[config.mk]
export PLATFORM = sky130hd
export DESIGN_NAME = core_run_sequencer
export DESIGN_NICKNAME = d
export VERILOG_FILES = /design/src/rtl/core_run_pkg.sv /design/src/rtl/run_timeout_ctr.sv /design/src/rtl/core_run_sequencer.sv
export SDC_FILE = /design/constraint.sdc
export NUM_CORES = 1
export LEC_CHECK = 0
export BUFFER_PORTS_ARGS = -buffer_cell sky130_fd_sc_hd__clkbuf_2
export CAP_MARGIN = 10
export CORE_MARGIN = 2
export CORE_UTILIZATION = 48
export DETAILED_ROUTE_END_ITERATION = 6
export PLACE_DENSITY = 0.77
export SYNTH_ARGS = -nofsm -noshare
export SYNTH_HDL_FRONTEND = slang
export SYNTH_SLANG_ARGS = --single-unit
[constraint.sdc]
create_clock -name clk -period 2.2 [get_ports clk]
set_input_delay 0.44 -clock clk [delete_from_list [all_inputs] [get_ports clk]]
set_output_delay 0.44 -clock clk [all_outputs]
set_load 0.05 [all_outputs]
[src/rtl/core_run_pkg.sv]
// Shared types and constants for the program-run sequencer.
// Holds the run state encoding, default widths and counter width.
package core_run_pkg;

   localparam int DEF_AW = 8;
   localparam int DEF_DW = 8;
   localparam int CNT_W  = 16;

   typedef enum logic [2:0] {
      S_IDLE,
      S_LOAD,
      S_CORE_RST,
      S_RUN,
      S_DRAIN
   } run_state_t;

endpackage

[src/rtl/run_timeout_ctr.sv]
// Saturating run-cycle counter with clear, enable and terminal compare.
// Ports: clk, reset (sync, high), clr, en; count value, at_term flag.
module run_timeout_ctr
   import core_run_pkg::*;
#(
   parameter int TERM = 4095
) (
   input  logic             clk,
   input  logic             reset,
   input  logic             clr,
   input  logic             en,
   output logic [CNT_W-1:0] count,
   output logic             at_term
);

   always_ff @(posedge clk) begin
      if (reset || clr) begin
         count <= '0;
      end else if (en && (count != '1)) begin
         count <= count + CNT_W'(1);
      end
   end

   assign at_term = (count == CNT_W'(TERM));

endmodule

[src/rtl/core_run_sequencer.sv]
// Host-side sequencer: load data memory, reset/run the core, drain results.
// Ports: host control/status, load stream, memory port, core, result stream.
module core_run_sequencer
   import core_run_pkg::*;
#(
   parameter int AW      = DEF_AW,
   parameter int DW      = DEF_DW,
   parameter int RST_CYC = 2,
   parameter int TIMEOUT = 4096
) (
   input  logic             clk,
   input  logic             reset,
   input  logic             host_start,
   input  logic [AW:0]      ld_len,
   input  logic [AW-1:0]    rd_base,
   input  logic [AW:0]      rd_len,
   output logic             host_busy,
   output logic             run_done,
   output logic             timeout_err,
   output logic [CNT_W-1:0] cycle_count,
   input  logic             ld_valid,
   output logic             ld_ready,
   input  logic [DW-1:0]    ld_data,
   output logic             mem_sel,
   output logic             mem_wr_en,
   output logic [AW-1:0]    mem_addr,
   output logic [DW-1:0]    mem_wr_data,
   input  logic [DW-1:0]    mem_rd_data,
   output logic             core_reset,
   output logic             core_req,
   input  logic             core_done,
   output logic             res_valid,
   input  logic             res_ready,
   output logic [DW-1:0]    res_data
);

   localparam int RW = (RST_CYC > 1) ? $clog2(RST_CYC) : 1;
   localparam logic [AW:0] ONE = (AW+1)'(1);

   run_state_t state, state_nx;

   logic [AW:0]   idx;
   logic [AW:0]   ld_len_q;
   logic [AW:0]   rd_len_q;
   logic [AW-1:0] rd_base_q;
   logic [RW-1:0] rcnt;
   logic [AW:0]   ld_last;
   logic [AW:0]   rd_last;

   logic start;
   logic ld_beat;
   logic res_beat;
   logic to_hit;
   logic run_first;
   logic at_term;

   assign ld_last   = ld_len_q - ONE;
   assign rd_last   = rd_len_q - ONE;
   // cycle_count is cleared at start, so zero marks the first RUN cycle
   assign run_first = (cycle_count == '0);

   run_timeout_ctr #(
      .TERM (TIMEOUT - 1)
   ) u_ctr (
      .clk     (clk),
      .reset   (reset),
      .clr     (start),
      .en      (state == S_RUN),
      .count   (cycle_count),
      .at_term (at_term)
   );

   always_comb begin
      state_nx    = state;
      host_busy   = 1'b1;
      run_done    = 1'b0;
      ld_ready    = 1'b0;
      mem_sel     = 1'b0;
      mem_wr_en   = 1'b0;
      mem_addr    = '0;
      mem_wr_data = '0;
      core_reset  = 1'b1;
      core_req    = 1'b0;
      res_valid   = 1'b0;
      res_data    = '0;
      start       = 1'b0;
      ld_beat     = 1'b0;
      res_beat    = 1'b0;
      to_hit      = 1'b0;
      unique case (state)
         S_IDLE: begin
            host_busy = 1'b0;
            if (host_start) begin
               start    = 1'b1;
               state_nx = (ld_len != '0) ? S_LOAD : S_CORE_RST;
            end
         end
         S_LOAD: begin
            mem_sel     = 1'b1;
            ld_ready    = 1'b1;
            mem_addr    = idx[AW-1:0];
            mem_wr_data = ld_data;
            if (ld_valid) begin
               ld_beat   = 1'b1;
               mem_wr_en = 1'b1;
               if (idx == ld_last) state_nx = S_CORE_RST;
            end
         end
         S_CORE_RST: begin
            if (rcnt == RW'(RST_CYC - 1)) state_nx = S_RUN;
         end
         S_RUN: begin
            core_reset = 1'b0;
            core_req   = run_first;
            // done beats the timeout when both land together
            if (core_done && !run_first) begin
               state_nx = S_DRAIN;
            end else if (at_term) begin
               to_hit   = 1'b1;
               state_nx = S_DRAIN;
            end
         end
         S_DRAIN: begin
            mem_sel   = 1'b1;
            mem_addr  = rd_base_q + idx[AW-1:0];
            res_data  = mem_rd_data;
            res_valid = (rd_len_q != '0);
            if (rd_len_q == '0) begin
               run_done = 1'b1;
               state_nx = S_IDLE;
            end else if (res_ready) begin
               res_beat = 1'b1;
               if (idx == rd_last) begin
                  run_done = 1'b1;
                  state_nx = S_IDLE;
               end
            end
         end
         default: state_nx = S_IDLE;
      endcase
      // no write or result beat may complete on a reset edge
      if (reset) begin
         ld_ready  = 1'b0;
         mem_wr_en = 1'b0;
         res_valid = 1'b0;
         run_done  = 1'b0;
         core_req  = 1'b0;
      end
   end

   always_ff @(posedge clk) begin
      if (reset) begin
         state       <= S_IDLE;
         idx         <= '0;
         ld_len_q    <= '0;
         rd_len_q    <= '0;
         rd_base_q   <= '0;
         rcnt        <= '0;
         timeout_err <= 1'b0;
      end else begin
         state <= state_nx;
         if (start) begin
            ld_len_q    <= ld_len;
            rd_len_q    <= rd_len;
            rd_base_q   <= rd_base;
            idx         <= '0;
            timeout_err <= 1'b0;
         end
         if (ld_beat) begin
            idx <= (state_nx == S_CORE_RST) ? '0 : idx + ONE;
         end
         if (res_beat) idx <= idx + ONE;
         if (state == S_CORE_RST) begin
            rcnt <= (state_nx == S_RUN) ? '0 : rcnt + RW'(1);
         end
         if (to_hit) timeout_err <= 1'b1;
      end
   end

endmodule
; ---- Word-level counts from Yosys, hierarchy flattened
; Index checks and enable logic that the tools add are counted.
; W data, S select, Z words.
[word_totals]
regBits = 56
out_inout_bits = 49
input_bits = 48
word_cells = 82
[op_classes]
n_reduce_logical = 12
n_mux = 46
n_addsub = 6
eq_ne = 10
[op_table]
columns = cell, count
row1 = $mux W9, 4
row2 = $mux W1, 28
row3 = $mux W3, 9
row4 = $eq A9 B9 Y1, 2
row5 = $reduce_bool A9 Y1, 2
row6 = $sub A9 B1 Y9 const B, 2
row7 = $add A16 B1 Y16 const B, 1
row8 = $eq A16 B12 Y1 const B, 1
row9 = $logic_not A16 Y1, 1
row10 = $mux W8, 2
row11 = $ne A16 B16 Y1 const B, 1
row12 = $pmux W8 S2, 1
row13 = $pmux W3 S5, 1
row14 = $eq A3 B2 Y1 const B, 4
row15 = $add A9 B1 Y9 const B, 1
row16 = $logic_not A9 Y1, 1
row17 = $add A8 B8 Y8, 1
row18 = $eq A3 B1 Y1 const B, 1
row19 = $eq A3 B3 Y1 const B, 1
row20 = $logic_not A3 Y1, 1
row21 = $reduce_bool A3 Y1, 1
row22 = $logic_and A1 B1 Y1, 2
row23 = $mux W2, 1
row24 = $reduce_bool A2 Y1, 1
row25 = 4 further kinds, 4

; ---- Logic depth before layout (Yosys ltp)
; Gate-level depths: netlist of run 1.
[logic_depth]
ltp_word = 10
ltp_mapped = 9
ltp_nobuf = 9

; ---- Modules after synthesis
; Synthesis of run 1 repeated with hierarchy kept, for this count alone.
[unflattened]
cells_unflattened = 483
hier_area_um2 = 3796.1
[modules_own_cells]
columns = module, area_each_um2, cells_per_inst, seq_area_each_um2, instances
row1 = core_run_sequencer, 2914.0, 380, 800.8, 1
row2 = run_timeout_ctr, 882.1, 103, 320.3, 1

; ---- Worst setup path after synthesis of run 1
; No wires, ideal clock.
[synth_path]
path_kind = flip-flop to output port
start = register idx[0]
end = output mem_addr[4]
arrival_ns = 2.568
stages_incl_launch_ff = 9
setup_slack_ns = -0.808
cell_sequence = dfxtp_1 -> ha_1 -> inv_1 -> fa_1 -> nor2b_1 -> o21ai_0 -> nand2_1 -> nor2_1 -> o31ai_1
[synth_between]
elab_chain_cells = 2
[synth_lines]
columns = item, line
row1 = start: declaration, core_run_sequencer.sv:42  ; logic [AW:0] idx;
row2 = start signal: assignment, core_run_sequencer.sv:170  ; idx <= (state_nx == S_CORE_RST) ? '0 : idx + ONE;
row3 = start signal: assignment, core_run_sequencer.sv:172  ; if (res_beat) idx <= idx + ONE;
row4 = $add A8 B8 Y8, core_run_sequencer.sv:125  ; mem_addr = rd_base_q + idx[AW-1:0];
row5 = $pmux W8 S2, core_run_sequencer.sv:90  ; unique case (state)
row6 = end: declaration, core_run_sequencer.sv:26  ; output logic [AW-1:0] mem_addr,
; No other way between the ends.

; ---- Final worst setup path of run 1
[layout_path]
start = register idx[1]
end = output mem_addr[5]
; Same word-level chain as after synthesis.

==> run_results.csv, run 1 <==
group,metric,value,unit
synth,synth_area_per_cell,7.77,um2
pwr,power.leakage,0.00223,uW
pwr,internal_power,1550,uW
detailed_routing,drtIter0Drc,239,
flow_run,max_cap_viol_count,0,
cts,cts_root_buf,"clkbuf_8",
status,violations,"negative setup slack",
detailed_routing,avgRoutedWirePerCell,15.8,um
synth,synth_enable_flop_cells,0,
sta,slew_violations,0,
cts,h-tree-depth,2,
worst_setup_path,critPathLaunchType,"register",
synth,ys_top_cells_by_area,"dfxtp_1, nand2_1, xor2_1, a21oi_1, xnor2_1",
synth,synth.top_cell.area_share,31.6,%
synth,synth_mux_area_share,0.282,%
placement,globalplace.congestion,0.870,
synth,seq_area_frac_synth,31.6,%
synth,synth_cell_types,61,
final_layout,nets,662,
worst_setup_path,cp_max_fo,3,
cts,cts_buffer_depth,2,
synth,yosysTopAreaCell,"dfxtp_1",
placement,pre_cts_slack,-0.347,ns
sta,max_slew_margin,60.1,%
detailed_routing,drt-vias-per-instance,5.61,
cts,cts.sinks,56,
cts,cts_buffers,5,
pwr,p_per_area,439,nW/um2
sta,fin_ws,-0.547,ns
detailed_routing,drc,0,
die,num_rows,31,
synth,synth_fa_ha_area_share,4.79,%
sta,worst_slew_pin_slew,0.597,ns
cts,path_clk_slew,0.10,ns
global_route,track_usage,25.9,%
sta,fin_crit_sh,125,%
die,die_y,90.0,um
synth,postSynthCellCount,457,
synth,ys_ff_latch,56,
sta,finalCriticalPeriod,2.75,ns
pwr,pwr-share-clk,27.0,%
synth,yosys_warnings,0,
sta,fmax,0.364,GHz
final_layout,seqCellArea,1150,um2
synth,yosys.area_share.simple,31.6,%
worst_setup_path,cpMaxStageDelayCell,"dfxtp_4",
final_layout,syn_to_final_growth,44.6,%
sta,finalSetupTns,-2.87,ns
synth,async_flop_share,0,%
worst_setup_path,cp_top_family,"buffers and inverters",
pwr,p_seq_share,47.9,%
detailed_routing,final_antenna_net_count,0,
die,core,7210,um2
detailed_routing,drt_wl_total,11100,um
sta,setup_viol,16,
hold_path,holdCritPathClass,"primary input to register",
worst_setup_path,path_cells,"ha_4, a21o_1, a21oi_4, buf_4, buf_6, buf_6, buf_6, o21ai_2, nor2_1, xnor2_1, a22o_1, buf_8",
final_layout,multi_input_area,2580,um2
pwr,vdd_drop_max,0.260,mV
synth,synth_compound_area_share,15.4,%
cts,cts_tree,"yes",
pwr,swShare,31.1,%
worst_setup_path,critPathRequiredTime,1.76,ns
worst_setup_path,slowest_delay,0.38,ns
synth,synth_ff_type,"dfxtp_1",
global_route,grt_max_degree,23,
global_route,antenna_found_initial,0,
synth,synth_xor_xnor_area_share,11.9,%
die,start_util,49.2,%
synth,syn_nets,518,
worst_setup_path,critPathMostFrequentCell,"buf_6",
global_route,grt_pass1_vias,3733,
sta,rsz0062_at_grt,"yes",
worst_setup_path,endpoint_kind,"output pin",
worst_setup_path,worst-setup-path-type,"register to output pin",
placement,io_buffers,96,
global_route,grt_first_pass_wirelength,17600,um
synth,synth_top_family_by_area,"simple AND/OR/NAND/NOR gates",
synth,syn-cell-area,3550,um2
worst_setup_path,critPathArrivalTime,2.31,ns
final_layout,final_core_util,71.2,%
final_layout,n_fill_cell,549,
sta,finalHoldViolCount,0,
cts,ctsHoldBuffers,0,
placement,dp_hpwl,7620,um
final_layout,diodes,0,
worst_setup_path,r2r_slack,-0.03,ns
die,die-area,8100,um2
sta,fin_skew,0.0135,ns
worst_setup_path,critPathBufInv,5,
final_layout,drive_gt1_share,40.5,%
detailed_routing,drt_pass1_iterations,5,
die,die_x,90.0,um
die,io_pins,97,
detailed_routing,via_count,3933,
global_route,overflow,0,
pwr,power_frac_comb,25.0,%
cts,worstSkewPairLatency,0.33,ns
status,outcome,"finished with violations",
pwr,netSwitchingPower,702,uW
[layout by cell type, fill, tap and decap left out, types with 4 or more instances in the layout]
cell type | synthesis | layout
inv_1 | 16 | 10
buf_6 | 1 | 11
nand4_1 | 8 | 8
inv_2 | 0 | 6
nor3_2 | 1 | 9
nor3_1 | 23 | 13
nand2_1 | 80 | 80
xor2_1 | 25 | 24
dfxtp_1 | 56 | 42
ha_1 | 12 | 7
xnor2_1 | 18 | 18
and4_1 | 4 | 4
clkbuf_2 | 0 | 83
nor4_1 | 7 | 5
and3_1 | 13 | 13
o21ai_2 | 0 | 4
clkbuf_8 | 0 | 7
nand3_1 | 14 | 12
a21oi_1 | 34 | 33
o211ai_1 | 4 | 4
and2_1 | 13 | 12
nor2_1 | 34 | 30
dfxtp_2 | 0 | 11
ha_4 | 0 | 5
buf_12 | 0 | 6
buf_4 | 0 | 56
[cell families after synthesis]
kind of cell / count (synthesis)
flops: 56
buf+inv: 40
fa+ha+maj: 13
simple gates: 223
xor+xnor: 45
compound gates: 79
mux: 1
[synthesized netlist by cell type, drive strengths merged, types with 7 or more instances]
library cell,count
and2,13
nand4,8
ha,12
inv,16
buf,9
nor2,35
xnor2,18
o21ai,9
nor4,7
nor3,24
a21oi,35
and3,13
dfxtp,56
nand2,80
nand3,14
xor2,25
clkbuf,15
[worst paths after layout]
path,from,end,depth (start not counted)
worst max-delay path,idx[1],mem_addr[5],12
worst min-delay path,rd_base[1],rd_base_q[1],3
worst max register to register,ld_len_q[1],idx[5],11
worst min register to register,timeout_err,timeout_err,2
[layer usage]
| layer | vias up | track usage [%] | wire [um] |
|---|---|---|---|
| li1 | 1880 | - | - |
| met1 | 1868 | 30.1 | 4350 |
| met2 | 145 | 48.7 | 5750 |
| met3 | 40 | 4.19 | 628 |
| met4 | 0 | 7.31 | 360 |
| met5 | - | 0 | 0 |
[tightest hold or removal path, delay by kind of cell]
family | cells | cell delay [ns]
AND/OR/NAND/NOR | 1 | 0.05
AO/OA/AOI/OAI | 1 | 0.05
buffers and inverters | 1 | 0.08
[timing repair]
| action | 4_1_cts | 5_1_grt |
|---|---|---|
| pin swaps | 23 | 22 |
| gates resized for setup | 42 | 42 |
| setup buffers | 8 | 12 |
| endpoints found under the setup margin | 13 | 22 |
[final cells by class]
| type | count | share of cell area (%) |
|---|---|---|
| sequential | 56 | 22.3 |
| inverter | 16 | 1.17 |
| multi-input combinational | 361 | 50.2 |
| timing repair buffer | 161 | 22.1 |
| tap | 99 | 2.41 |
| clock buffer | 8 | 1.75 |
[state kept, by name (all words and copies together) (netlist names)]
register,cells
idx,9
rd_base_q,8
state,3
timeout_err,1
u_ctr.count,16
ld_len_q,9
rcnt,1
rd_len_q,9
[stage by stage]
stage / power [uW] / hold WS (ns) / area [um2] / std cells
finish: 2250 / 0.314 / 5140 / 701
global route: 2340 / 0.337 / 5140 / 701
CTS: 2200 / 0.325 / 4900 / 689
detailed placement: 1570 / 0.456 / 4580 / 673
global placement: 1550 / 0.448 / 4580 / 673
floorplan: 1400 / 0.440 / 3650 / 457
[power groups by stage]
stage	registers, uW	logic (uW)	clock network, uW
6_report	1080	564	610
3_3_place_gp	1100	456	0
3_5_place_dp	1100	472	0
2_1_floorplan	1090	305	0
4_1_cts	1080	513	608
5_1_grt	1090	605	645
No activity file was read; power rests on OpenSTA's default activity.
==> run 2: changes to the inputs <==
--- a/config.mk
+++ b/config.mk
@@ -10,7 +10,7 @@
 export CORE_MARGIN = 2
 export CORE_UTILIZATION = 48
 export DETAILED_ROUTE_END_ITERATION = 6
-export PLACE_DENSITY = 0.77
+export PLACE_DENSITY = 0.87
 export SYNTH_ARGS = -nofsm -noshare
 export SYNTH_HDL_FRONTEND = slang
 export SYNTH_SLANG_ARGS = --single-unit
==> run 2 against run 1 <==
  * The run still ends with negative setup slack left
  * Critical path depth is 2 lower
  * Combinational power is 2% lower
  * Flip-flop and latch count stayed put
  * Critical path type unchanged
  * Largest cell class unchanged
  * Largest power group unchanged
==> run_results.csv, run 2 (synthesis gave the netlist of run 1 again) <==
group,metric,value,unit
die,num_rows,31,
die,start_util,49.2,%
final_layout,nets,650,
final_layout,syn_to_final_growth,40.6,%
status,violations,"negative setup slack",
cts,h-tree-depth,2,
sta,max_slew_margin,64.2,%
placement,io_buffers,96,
worst_setup_path,slowest_delay,0.36,ns
sta,finalCriticalPeriod,2.78,ns
die,die_x,90.0,um
worst_setup_path,worst-setup-path-type,"register to output pin",
worst_setup_path,critPathBufInv,2,
sta,setup_viol,7,
detailed_routing,highest_layer,"met4",
detailed_routing,drt_pass1_iterations,5,
global_route,antenna_found_initial,0,
hold_path,holdCritPathClass,"primary input to register",
final_layout,final_core_util,69.2,%
sta,fin_crit_sh,127,%
pwr,vdd_drop_max,0.258,mV
detailed_routing,final_antenna_net_count,0,
worst_setup_path,cp_top_family,"compound AO/OA/AOI/OAI gates",
final_layout,largest_register_ffs,16,
worst_setup_path,critPathRequiredTime,1.76,ns
sta,fin_ws,-0.585,ns
sta,fmax,0.359,GHz
pwr,p_seq_share,49.0,%
placement,dp_hpwl,7550,um
pwr,p_per_area,443,nW/um2
global_route,overflow,0,
die,core,7210,um2
pwr,swShare,31.6,%
cts,path_clk_slew,0.12,ns
global_route,grt_max_degree,28,
worst_setup_path,cpMaxStageDelayCell,"dfxtp_4",
pwr,netSwitchingPower,698,uW
die,die_y,90.0,um
worst_setup_path,r2r_slack,0.07,ns
worst_setup_path,endpoint_kind,"output pin",
sta,holdWs,0.312,ns
worst_setup_path,reg2reg_depth,8,
cts,cts_tree,"yes",
cts,cts_buffers,5,
final_layout,final_common_cell,"clkbuf_2",
sta,fin_skew,0.0215,ns
detailed_routing,via_count,3814,
hold_path,whs_path_depth,3,
cts,cts_buffer_depth,2,
sta,slew_violations,0,
sta,worst_slew_pin_slew,0.536,ns
sta,rsz0062_at_grt,"yes",
global_route,grt_first_pass_wirelength,17000,um
final_layout,regMostFlops,"u_ctr.count",
pwr,power.leakage,0.00215,uW
final_layout,diodes,0,
detailed_routing,dr_wl_met3,670,um
worst_setup_path,critPathArrivalTime,2.34,ns
cts,cts_root_buf,"clkbuf_8",
worst_setup_path,reg2reg_to,"state[1]",
final_layout,n_fill_cell,564,
detailed_routing,drt_wl_total,10600,um
detailed_routing,drt-vias-per-instance,5.54,
pwr,power_frac_comb,24.9,%
global_route,track_usage,25.1,%
cts,cts.sinks,56,
detailed_routing,met1_length,4070,um
cts,ctsHoldBuffers,0,
detailed_routing,avgRoutedWirePerCell,15.4,um
global_route,grt_pass1_vias,3759,
pwr,internal_power,1510,uW
hold_path,min_to,"rd_len_q[1]",
final_layout,final_cell_mix,"clkbuf_2, nand2_1, buf_4",
worst_setup_path,cp_max_fo,2,
pwr,finalPower,2210,uW
final_layout,drive_gt1_share,38.5,%
die,die-area,8100,um2
die,io_pins,97,
status,outcome,"finished with violations",
placement,globalplace.congestion,0.911,
worst_setup_path,critPathLaunchType,"register",
detailed_routing,drc,0,
detailed_routing,met2_wirelength,5540,um
sta,finalHoldViolCount,0,
worst_setup_path,reg2reg_from,"idx[5]",
hold_path,hp-start,"rd_len[1]",
pwr,pwr-share-clk,26.1,%
flow_run,max_cap_viol_count,0,
detailed_routing,drtIter0Drc,176,
cts,worstSkewPairLatency,0.33,ns
worst_setup_path,path_cells,"ha_4, inv_2, fa_2, nor2b_2, o21ai_2, a21boi_2, o21a_1, or3_1, a32o_2, buf_8",
==> run 2: cell types whose count changed in the layout (fill, tap and decap cells not counted), moves of 2 or more <==
cell	change
buf_4	-10
clkbuf_1	-2
dfxtp_1	+2
nor3_1	+5
nor3_2	-5
==> run 2: routing by layer <==
metal / vias up / global-route usage (%)
li1: 1854 / -
met1: 1776 / 28.3
met2: 155 / 47.2
met3: 29 / 4.11
met4: 0 / 8.85
met5: - / 0
==> run 2: final cells by class <==
type | count | area [um2] | share of cell area [%]
Multi-Input combinational cell | 361 | 2550 | 51.0
Sequential cell | 56 | 1140 | 22.8
Timing Repair Buffer | 149 | 1040 | 20.8
Tap cell | 99 | 124 | 2.48
Clock buffer | 5 | 68.8 | 1.38
Inverter | 16 | 60.1 | 1.20
Clock inverter | 2 | 16.3 | 0.326
==> run 2: power groups by stage <==
stage | registers [uW] | logic [uW] | clock network, uW
2_1_floorplan | 1090 | 305 | 0
3_3_place_gp | 1100 | 454 | 0
3_5_place_dp | 1100 | 472 | 0
4_1_cts | 1080 | 512 | 584
5_1_grt | 1090 | 599 | 621
6_report | 1080 | 550 | 578
==> run 2: how the worst max path moves through the flow <==
stage                       startpoint     endpoint  cells after the start
final                           idx[0]  mem_addr[6]                     10
after global placement          idx[0]  mem_addr[6]                     10
after global routing            idx[0]  mem_addr[6]                     10
after detailed placement  rd_base_q[0]  mem_addr[6]                     10
after floorplan                 idx[1]  mem_addr[7]                      7
after CTS                       idx[1]  mem_addr[7]                      9
==> run 2: timing repair <==
action / in CTS / in global routing
endpoints found under the hold margin: 0 / 0
pin swaps: 13 / 17
setup buffers: 6 / 4
resized for setup: 41 / 38
setup endpoints to repair: 13 / 22
==> run 2: tightest hold or removal path: stages <==
cell      delay [ns]
clkbuf_2        0.08
nand2_1         0.04
a21oi_1         0.05
==> run 2: through the flow <==
step / cell area (um2) / cells / setup WS [ns] / TNS, ns
after global placement: 4570 / 673 / -0.304 / -0.578
after global routing: 4990 / 688 / -0.655 / -3.88
after floorplan: 3650 / 457 / -0.230 / -0.755
after CTS: 4850 / 686 / -0.548 / -2.05
final: 4990 / 688 / -0.585 / -2.42
after detailed placement: 4570 / 673 / -0.330 / -0.722
==> run 3: changes to the inputs <==
--- a/config.mk
+++ b/config.mk
@@ -11,6 +11,7 @@
 export CORE_UTILIZATION = 48
 export DETAILED_ROUTE_END_ITERATION = 6
 export PLACE_DENSITY = 0.87
+export SETUP_SLACK_MARGIN = 0.5
 export SYNTH_ARGS = -nofsm -noshare
 export SYNTH_HDL_FRONTEND = slang
 export SYNTH_SLANG_ARGS = --single-unit
==> run 3 against run 2 <==
  * The flow still finishes with violations (negative setup slack)
  * Combinational power rose by 81%
  * Register-to-register slack worse by 0.38 ns
  * Sequential power about the same
  * Worst setup slack got worse by 0.22 ns
  * First-iteration DRC count grew to 3.7 times the previous value
  * Non-clock buffer count up 53
  * Die area unchanged
  * Hold slack better by 0.017 ns
  * Largest cell class unchanged
  * Global-route usage rose by 9.1 points
  * Design area up 36%
  * Utilization is 25 points higher
==> run_results.csv, run 3 (synthesis gave the netlist of run 1 again) <==
group,metric,value,unit
detailed_routing,drt-vias-per-instance,6.77,
cts,path_clk_slew,0.10,ns
status,outcome,"finished with violations",
die,die_y,90.0,um
global_route,grt_first_pass_wirelength,22400,um
worst_setup_path,critPathRequiredTime,1.76,ns
worst_setup_path,reg2reg_from,"rd_len_q[0]",
sta,fmax,0.333,GHz
cts,h-tree-depth,2,
cts,worstSkewPairLatency,0.33,ns
global_route,grt_max_degree,28,
cts,cts_buffers,5,
global_route,track_usage,34.2,%
sta,fin_ws,-0.800,ns
final_layout,largest_register_ffs,16,
detailed_routing,drtIter0Drc,645,
detailed_routing,drt_wl_total,20100,um
placement,pre_cts_slack,-0.343,ns
placement,io_buffers,96,
worst_setup_path,critPathLaunchType,"register",
sta,finalHoldViolCount,0,
detailed_routing,via_count,5030,
global_route,antenna_found_initial,0,
global_route,grt_pass1_vias,4537,
sta,rsz0062_at_grt,"yes",
pwr,finalPower,2740,uW
worst_setup_path,crit_start,"idx[1]",
die,die-area,8100,um2
die,core,7210,um2
sta,fin_skew,0.0132,ns
sta,finalCriticalPeriod,3.00,ns
final_layout,n_fill_cell,221,
status,violations,"negative setup slack",
final_layout,syn_to_final_growth,91.3,%
sta,setup_viol,12,
detailed_routing,drc,0,
final_layout,regMostFlops,"u_ctr.count",
die,die_x,90.0,um
worst_setup_path,endpoint_kind,"output pin",
flow_run,max_cap_viol_count,0,
final_layout,drive_gt1_share,62.7,%
sta,max_slew_margin,59.4,%
placement,dp_hpwl,7880,um
sta,slew_violations,0,
cts,cts_buffer_depth,2,
worst_setup_path,critPathArrivalTime,2.56,ns
sta,worst_slew_pin_slew,0.609,ns
detailed_routing,drt_pass1_iterations,6,
cts,cts.sinks,56,
worst_setup_path,worst-setup-path-type,"register to output pin",
placement,numPlacedInstances,665,
hold_path,hp-start,"rd_len[0]",
die,num_rows,31,
die,start_util,49.2,%
final_layout,diodes,0,
detailed_routing,avgRoutedWirePerCell,27.0,um
pwr,vdd_drop_max,0.312,mV
cts,ctsHoldBuffers,0,
final_layout,final_common_cell,"clkbuf_2",
final_layout,final_cells,743,
final_layout,final_cell_mix,"clkbuf_2, buf_4, nand2_1",
final_layout,nets,704,
detailed_routing,final_antenna_net_count,0,
sta,fin_crit_sh,136,%
die,io_pins,97,
pwr,p_per_area,403,nW/um2
pwr,power.leakage,0.00276,uW
cts,cts_root_buf,"clkbuf_8",
worst_setup_path,cp_max_fo,3,
placement,globalplace.congestion,0.923,
cts,cts_tree,"yes",
hold_path,holdCritPathClass,"primary input to register",
global_route,overflow,0,
-- run 3: changes by cell type in the layout (fill, tap and decap cells not counted), sizes merged --
cell	previous run	this run
buf	64	123
clkbuf	90	87
inv	17	15
nor2	35	36
-- run 3: per-stage QoR --
stage	cell area, um2	TNS [ns]	util [%]	hold slack (ns)
4_1_cts	5820	-2.13	80.6	0.334
2_1_floorplan	3880	-0.374	-	0.440
3_3_place_gp	4750	-0.476	65.9	0.446
3_5_place_dp	4750	-0.652	65.9	0.455
5_1_grt	6800	-4.67	94.2	0.307
6_report	6800	-3.92	94.2	0.329
-- run 3: critical path, cell delays in order (launching register included) --
cell and delay [ns]:
dfxtp_4 0.38, ha_4 0.27, a21o_1 0.15, a21oi_4 0.08, o211ai_1 0.27, a21oi_1 0.18
or4_1 0.54, o211ai_1 0.18, buf_12 0.18
-- run 3: layout make-up --
type | instances | area (um2) | share of cell area (%)
inverters | 16 | 78.8 | 1.16
flip-flops and latches | 56 | 1210 | 17.7
repair buffers | 202 | 2060 | 30.3
well taps | 99 | 124 | 1.82
multi-input cells | 362 | 3230 | 47.5
clock buffers | 8 | 100 | 1.47
-- run 3: layer usage --
metal  part of all wire [%]  vias to the layer above  track usage, %
li1                       -                     1977               -
met5                      0                        -               0
met2                     47                      538            61.8
met4                     10                        0            21.9
met1                     32                     2293            36.2
met3                     11                      222            6.54
-- run 3: worst paths after layout --
kind | endpoint | slack, ns | cells after the start
max | mem_addr[7] | -0.80 | 8
min reg2reg | rd_base_q[6] | 0.49 | 2
min | rd_len_q[0] | 0.33 | 3
max reg2reg | state[2] | -0.31 | 16
-- run 3: where the power goes --
group          internal, uW  leakage [uW]  total (uW)  switching, uW
sequential             1030      0.000476        1080           50.2
clock                   289     0.0000515         664            375
combinational           470       0.00223         994            524
total                  1790       0.00276        2740            949
-- run 3: what timing repair did --
item                                    4_1_cts  5_1_grt
pin swaps                                    41       69
cloned                                        2        1
gates resized for setup                     148      164
buffers inserted                             33       34
endpoints found under the setup margin       65       73
